### config.mk
export PLATFORM = sky130hd
export DESIGN_NAME = dsp_presub_mac_seq
export DESIGN_NICKNAME = d
export VERILOG_FILES = /design/src/rtl/dsp_mac_pkg.sv /design/src/rtl/dsp_25x18_presub.sv /design/src/rtl/dsp_presub_mac_seq.sv
export SDC_FILE = /design/constraint.sdc
export NUM_CORES = 2
export LEC_CHECK = 0
export BUFFER_PORTS_ARGS = -buffer_cell sky130_fd_sc_hd__buf_2
export CAP_MARGIN = 20
export CORE_MARGIN = 2
export CORE_UTILIZATION = 58
export DETAILED_ROUTE_END_ITERATION = 16
export PLACE_DENSITY_LB_ADDON = 0.08
export SLEW_MARGIN = 25
export SYNTH_ARGS = -nofsm -noshare
export SYNTH_HDL_FRONTEND = slang
export SYNTH_SLANG_ARGS = --single-unit
### constraint.sdc
create_clock -name clk -period 5.66 [get_ports clk]
set_input_delay 1.132 -clock clk [delete_from_list [all_inputs] [get_ports clk]]
set_output_delay 1.132 -clock clk [all_outputs]
set_load 0.1 [all_outputs]
### src/rtl/dsp_mac_pkg.sv
// Shared widths, pipeline latency and FSM state type for the pre-subtract
// dot-product sequencer and its DSP slice.
package dsp_mac_pkg;
  localparam int A_W       = 25;
  localparam int D_W       = 30;
  localparam int B_W       = 18;
  localparam int P_W       = 48;
  localparam int M_W       = A_W + B_W;
  localparam int DSP_M_LAT = 4;

  typedef enum logic [1:0] {
    IDLE  = 2'd0,
    ISSUE = 2'd1,
    DRAIN = 2'd2,
    HOLD  = 2'd3
  } mac_state_t;
endpackage

### src/rtl/dsp_25x18_presub.sv
// DSP slice: registered (a - d) pre-subtract, 25x18 multiply, and an
// accumulator p = m + pci with an optional pci input register.
module dsp_25x18_presub
  import dsp_mac_pkg::*;
#(
  parameter bit USE_PCI_REG = 1'b0
) (
  input  logic                  clk,
  input  logic                  rst,
  input  logic signed [A_W-1:0] a,
  input  logic signed [D_W-1:0] d,
  input  logic signed [B_W-1:0] b,
  input  logic signed [P_W-1:0] pci,
  output logic signed [P_W-1:0] p
);

  logic signed [A_W-1:0] a_r;
  logic signed [D_W-1:0] d_r;
  logic signed [B_W-1:0] b_r;
  logic signed [A_W-1:0] ad_r;
  logic signed [B_W-1:0] b2_r;
  logic signed [M_W-1:0] m_r;
  logic signed [P_W-1:0] p_r;
  logic signed [P_W-1:0] pci_s;
  logic signed [D_W-1:0] diff_s;

  // The difference wraps to 25 bits, exactly as the hard pre-adder does.
  assign diff_s = D_W'(a_r) - d_r;

  generate
    if (USE_PCI_REG) begin : g_pci_reg
      logic signed [P_W-1:0] pci_r;
      // Optional pci capture register.
      always_ff @(posedge clk) begin
        if (rst) begin
          pci_r <= {P_W{1'b0}};
        end else begin
          pci_r <= pci;
        end
      end
      assign pci_s = pci_r;
    end else begin : g_pci_comb
      assign pci_s = pci;
    end
  endgenerate

  // Input, pre-subtract, multiply and accumulate pipeline stages.
  always_ff @(posedge clk) begin
    if (rst) begin
      a_r  <= {A_W{1'b0}};
      d_r  <= {D_W{1'b0}};
      b_r  <= {B_W{1'b0}};
      ad_r <= {A_W{1'b0}};
      b2_r <= {B_W{1'b0}};
      m_r  <= {M_W{1'b0}};
      p_r  <= {P_W{1'b0}};
    end else begin
      a_r  <= a;
      d_r  <= d;
      b_r  <= b;
      ad_r <= A_W'(diff_s);
      b2_r <= b_r;
      m_r  <= ad_r * b2_r;
      p_r  <= P_W'(m_r) + pci_s;
    end
  end

  assign p = p_r;

endmodule

### src/rtl/dsp_presub_mac_seq.sv
// Dot-product sequencer: streams len operand triples from a 1-cycle-latency
// memory into one pre-subtract DSP and returns the accumulated sum via valid/ready.
module dsp_presub_mac_seq
  import dsp_mac_pkg::*;
#(
  parameter int MAX_LEN = 256,
  parameter int ADDR_W  = $clog2(MAX_LEN)
) (
  input  logic                  clk,
  input  logic                  rst,
  input  logic                  start,
  input  logic [ADDR_W:0]       len,
  output logic                  busy,
  output logic                  err_len,
  output logic                  rd_en,
  output logic [ADDR_W-1:0]     rd_addr,
  input  logic signed [A_W-1:0] rd_a,
  input  logic signed [D_W-1:0] rd_d,
  input  logic signed [B_W-1:0] rd_b,
  output logic                  res_valid,
  input  logic                  res_ready,
  output logic signed [P_W-1:0] res_data
);

  localparam logic [ADDR_W:0] LEN_MAX  = (ADDR_W+1)'(MAX_LEN);
  localparam logic [ADDR_W:0] LEN_ONE  = (ADDR_W+1)'(1);
  localparam logic [ADDR_W:0] LEN_ZERO = (ADDR_W+1)'(0);

  mac_state_t            state_r;
  mac_state_t            state_s;
  logic [ADDR_W:0]       len_r;
  logic                  rd_en_r;
  logic [ADDR_W-1:0]     rd_addr_r;
  logic                  busy_r;
  logic                  err_len_r;
  logic                  res_valid_r;
  logic signed [P_W-1:0] res_data_r;
  logic [DSP_M_LAT-1:0]  vld_sr_r;
  logic [DSP_M_LAT-1:0]  first_sr_r;
  logic [DSP_M_LAT:0]    last_sr_r;
  logic signed [P_W-1:0] p_s;
  logic signed [P_W-1:0] pci_s;
  logic                  len_ok_s;
  logic                  last_issue_s;

  assign len_ok_s     = (len != LEN_ZERO) && (len <= LEN_MAX);
  assign last_issue_s = ({1'b0, rd_addr_r} == (len_r - LEN_ONE));

  // A valid first-element tag restarts the accumulation; otherwise feed p back.
  assign pci_s = (vld_sr_r[DSP_M_LAT-1] && first_sr_r[DSP_M_LAT-1]) ? {P_W{1'b0}} : p_s;

  dsp_25x18_presub #(
    .USE_PCI_REG (1'b0)
  ) u_dsp (
    .clk (clk),
    .rst (rst),
    .a   (rd_a),
    .d   (rd_d),
    .b   (rd_b),
    .pci (pci_s),
    .p   (p_s)
  );

  // Next-state selection.
  always_comb begin
    state_s = state_r;
    case (state_r)
      IDLE: begin
        if (start && len_ok_s) begin
          state_s = ISSUE;
        end else begin
          state_s = IDLE;
        end
      end
      ISSUE: begin
        if (last_issue_s) begin
          state_s = DRAIN;
        end else begin
          state_s = ISSUE;
        end
      end
      DRAIN: begin
        if (last_sr_r[DSP_M_LAT]) begin
          state_s = HOLD;
        end else begin
          state_s = DRAIN;
        end
      end
      HOLD: begin
        if (res_ready) begin
          state_s = IDLE;
        end else begin
          state_s = HOLD;
        end
      end
      default: state_s = IDLE;
    endcase
  end

  // State register and registered control/result outputs.
  always_ff @(posedge clk) begin
    if (rst) begin
      state_r     <= IDLE;
      len_r       <= LEN_ZERO;
      rd_en_r     <= 1'b0;
      rd_addr_r   <= {ADDR_W{1'b0}};
      busy_r      <= 1'b0;
      err_len_r   <= 1'b0;
      res_valid_r <= 1'b0;
      res_data_r  <= {P_W{1'b0}};
    end else begin
      state_r     <= state_s;
      busy_r      <= (state_s != IDLE);
      rd_en_r     <= (state_s == ISSUE);
      res_valid_r <= (state_s == HOLD);
      err_len_r   <= (state_r == IDLE) && start && !len_ok_s;
      if ((state_r == IDLE) && (state_s == ISSUE)) begin
        len_r <= len;
      end
      if ((state_r == ISSUE) && (state_s == ISSUE)) begin
        rd_addr_r <= rd_addr_r + {{(ADDR_W-1){1'b0}}, 1'b1};
      end else begin
        rd_addr_r <= {ADDR_W{1'b0}};
      end
      if ((state_r == DRAIN) && last_sr_r[DSP_M_LAT]) begin
        res_data_r <= p_s;
      end
    end
  end

  // Tags ride alongside the DSP pipeline; last gets one extra stage to mark p.
  always_ff @(posedge clk) begin
    if (rst) begin
      vld_sr_r   <= {DSP_M_LAT{1'b0}};
      first_sr_r <= {DSP_M_LAT{1'b0}};
      last_sr_r  <= {(DSP_M_LAT+1){1'b0}};
    end else begin
      vld_sr_r   <= {vld_sr_r[DSP_M_LAT-2:0], rd_en_r};
      first_sr_r <= {first_sr_r[DSP_M_LAT-2:0], rd_en_r && (rd_addr_r == {ADDR_W{1'b0}})};
      last_sr_r  <= {last_sr_r[DSP_M_LAT-1:0], rd_en_r && last_issue_s};
    end
  end

  assign busy      = busy_r;
  assign err_len   = err_len_r;
  assign rd_en     = rd_en_r;
  assign rd_addr   = rd_addr_r;
  assign res_valid = res_valid_r;
  assign res_data  = res_data_r;

endmodule

==> flow_metrics.env <==
export IMPL_synth_top_area_share_pct=30.9
export IMPL_drc=0
export IMPL_grt_total_usage_pct=28.3
export IMPL_post_route_period_util_pct=106
export IMPL_cellPowerDensity_nw_per_um2=297
export IMPL_vias=22437
export IMPL_pre_cts_ws_ns=-0.602
export IMPL_synth_area_sq_um=28700
export IMPL_p_switching_mw=4.02
export IMPL_critPathRequiredTime_ns=6.05
export IMPL_intPower_mw=6.11
export IMPL_yosysWarnings=0
export IMPL_cts_root_buf="clkbuf_16"
export IMPL_switching_share_pct=39.7
export IMPL_crit_chain="buf_12, buf_8, and2_4, fa_1, inv_2, fa_2, inv_2, fa_2, fa_1, inv_1, fa_1, fa_1, inv_2, ha_4, buf_4, nand4_1, a21oi_2, a21oi_4, a311oi_2, buf_4, o211ai_1, a21oi_2, o21a_1, nor3_2"
export IMPL_status="finished with violations"
export IMPL_total_power_mw=10.1
export IMPL_postRouteAntennaNets=0
export IMPL_drv_cap=0
export IMPL_first_global_vias=23926
export IMPL_skew_ns=0.0153
export IMPL_hold_violations=0
export IMPL_seqPwrFrac_pct=24.8
export IMPL_cts_clk_slew_worst_paths_ns=0.06
export IMPL_port_buffers=140
export IMPL_grt_max_degree=157
export IMPL_cts_path_max_buffers=3
export IMPL_worst_path_buf_inv=8
export IMPL_slew_headroom_pct=37.1
export IMPL_synth_top_cell_by_area="fa_1"
export IMPL_worst_pin_slew_ns=0.944
export IMPL_crit_path_max_fanout=5
export IMPL_fillers=3959
export IMPL_finalWirelength_microns=69700
export IMPL_cts_buffers=34
export IMPL_grt_overflow=0
export IMPL_die_x_microns=226
export IMPL_grt_pass1_wl_microns=115000
export IMPL_start_util_pct=58.7
export IMPL_setup_worst_path_end_class="flop"
export IMPL_syn2layout_area_growth_pct=19.0
export IMPL_synthArstFlopShare_pct=0
export IMPL_rsz0062_at_grt="yes"
export IMPL_critical_path_class="reg -> reg"
export IMPL_clk_latency_ns=0.55
export IMPL_drive_gt1_share_pct=19.3
export IMPL_rows=81
export IMPL_critical_path_top_delay_family="adder cells"
export IMPL_antenna_found_initial=0
export IMPL_num_io_pins=146
export IMPL_syn_inst=3229
export IMPL_seq_area_frac_synth_pct=20.0
export IMPL_gp_congestion=0.904
export IMPL_max_clock_freq_mhz=167
export IMPL_hold_buffers=0
export IMPL_ys_ff_latch=286
export IMPL_final_nets=4246
export IMPL_routedWlPerCell_microns=16.5
export IMPL_cts_tree="built"
export IMPL_synthTopCellsByCount="inv_1, fa_1, nand2_1"
export IMPL_synth_edf_count=0
export IMPL_synthesis_nets=3939
export IMPL_synth_distinct_cells=85
export IMPL_hold_class="reg -> reg"
export IMPL_synth_ff_type="dfxtp_1"
export IMPL_syn_area_per_cell_sq_um=8.88
export IMPL_critPathLaunchType="flop"
export IMPL_cts_max_level=2
export IMPL_vias_per_cell=5.31
export IMPL_leakagePower_nw=16.3
export IMPL_p_clk_share_pct=22.2
export IMPL_cp_slowest_cell="fa_1"
export IMPL_fin_ws_ns=-0.312
export IMPL_fin_crit_ns=5.97
export IMPL_failed_checks="setup timing"
export IMPL_antennaDiodeCount=0
export IMPL_critPathMaxStageDelay_ns=0.55
export IMPL_path_common_cell="fa_1"
export IMPL_arrival_ns=6.36
export IMPL_power_frac_comb_pct=53.1
export IMPL_ir_worst_vdd_mv=0.287
export IMPL_cts_sinks=286
export IMPL_hpwl_microns=56700
export IMPL_coreArea_sq_um=48800
export IMPL_die_area_sq_um=51200
export IMPL_synthTopCellsByArea="fa_1, dfxtp_1, ha_1"
export IMPL_yosysMostFrequentCell="inv_1"
export IMPL_slew_viol_final=0
export IMPL_first_pass_iters=5
export IMPL_final_setup_viol_count=21
export IMPL_first_iter_violations=967
export IMPL_die_h_microns=226
[routing by layer]
| metal | GRT usage (%) | routed length [microns] |
|---|---|---|
| met5 | 0 | 0 |
| met4 | 13.0 | 3340 |
| met3 | 3.68 | 2680 |
| met2 | 51.8 | 36200 |
| met1 | 33.0 | 27500 |
[power groups by stage]
| stage | combinational, mW | sequential (mW) | clock, mW |
|---|---|---|---|
| 2_1_floorplan | 3.38 | 2.44 | 0 |
| 3_3_place_gp | 4.82 | 2.55 | 0 |
| 3_5_place_dp | 4.91 | 2.55 | 0 |
| 4_1_cts | 5.16 | 2.51 | 2.30 |
| 5_1_grt | 6.00 | 2.53 | 2.39 |
| 6_report | 5.38 | 2.51 | 2.25 |
[cell usage in the layout (no fill, tap or decap), types with 136 or more instances in the layout]
master and n:
inv_1 524, fa_1 427, nand2_1 421, dfxtp_1 254, buf_4 224, and2_1 208
nor2_1 171, ha_1 161, buf_2 139, a21oi_1 136
[cell families after synthesis]
family | share of synthesized area (%)
muxes | 0.755
xor gates and xnor gates | 2.90
DFF | 20.0
buffers and inverters | 9.19
and+or+nand+nor | 18.9
AOI/OAI and AO/OA | 9.44
adders and majority gates | 38.8
[per-stage QoR]
| step | std cells | area (sq um) | hold WS, ns | TNS [ns] | util (%) |
|---|---|---|---|---|---|
| 2_1_floorplan | 3229 | 29000 | 0.414 | -0.147 | - |
| 3_3_place_gp | 4134 | 31900 | 0.417 | -7.02 | 65.3 |
| 3_5_place_dp | 4134 | 31900 | 0.422 | -8.14 | 65.3 |
| 4_1_cts | 4210 | 33600 | 0.437 | -3.44 | 68.8 |
| 5_1_grt | 4225 | 34100 | 0.453 | -7.72 | 69.8 |
| 6_report | 4225 | 34100 | 0.433 | -3.13 | 69.8 |
[repair_timing]
action,4_1_cts,5_1_grt
endpoints found under the setup margin,27,26
pin swaps,81,81
buffers inserted,20,18
gates resized for setup,132,89
gates cloned,1,0
[layout make-up]
cell class                      count  area [sq um]  area share [%]
Clock buffer                       42           922            2.70
Clock inverter                     19           240           0.704
Inverter                          548          2060            6.03
Multi-Input combinational cell   2249         21000            61.5
Sequential cell                   286          5800            17.0
Tap cell                          664           831            2.44
Timing Repair Buffer              417          3270            9.59
[state kept, by name, summed over array words and instances (netlist names), 9 cells and up]
signal,cells
u_dsp.p,48
len_r,9
res_data,48
u_dsp.a_r,25
u_dsp.b_r,18
u_dsp.m_r,43
u_dsp.d_r,25
u_dsp.b2_r,18
u_dsp.ad_r,25
[final timing paths]
| check | from | endpoint | slack (ns) | cells past startpoint |
|---|---|---|---|---|
| min | u_dsp.b_r[7] | u_dsp.b2_r[7] | 0.43 | 1 |
| max reg2reg | u_dsp.b2_r[5] | u_dsp.m_r[40] | -0.31 | 24 |
| min reg2reg | u_dsp.b_r[7] | u_dsp.b2_r[7] | 0.43 | 1 |
| max | u_dsp.b2_r[5] | u_dsp.m_r[40] | -0.31 | 24 |
(Power assumes the default switching activity.)
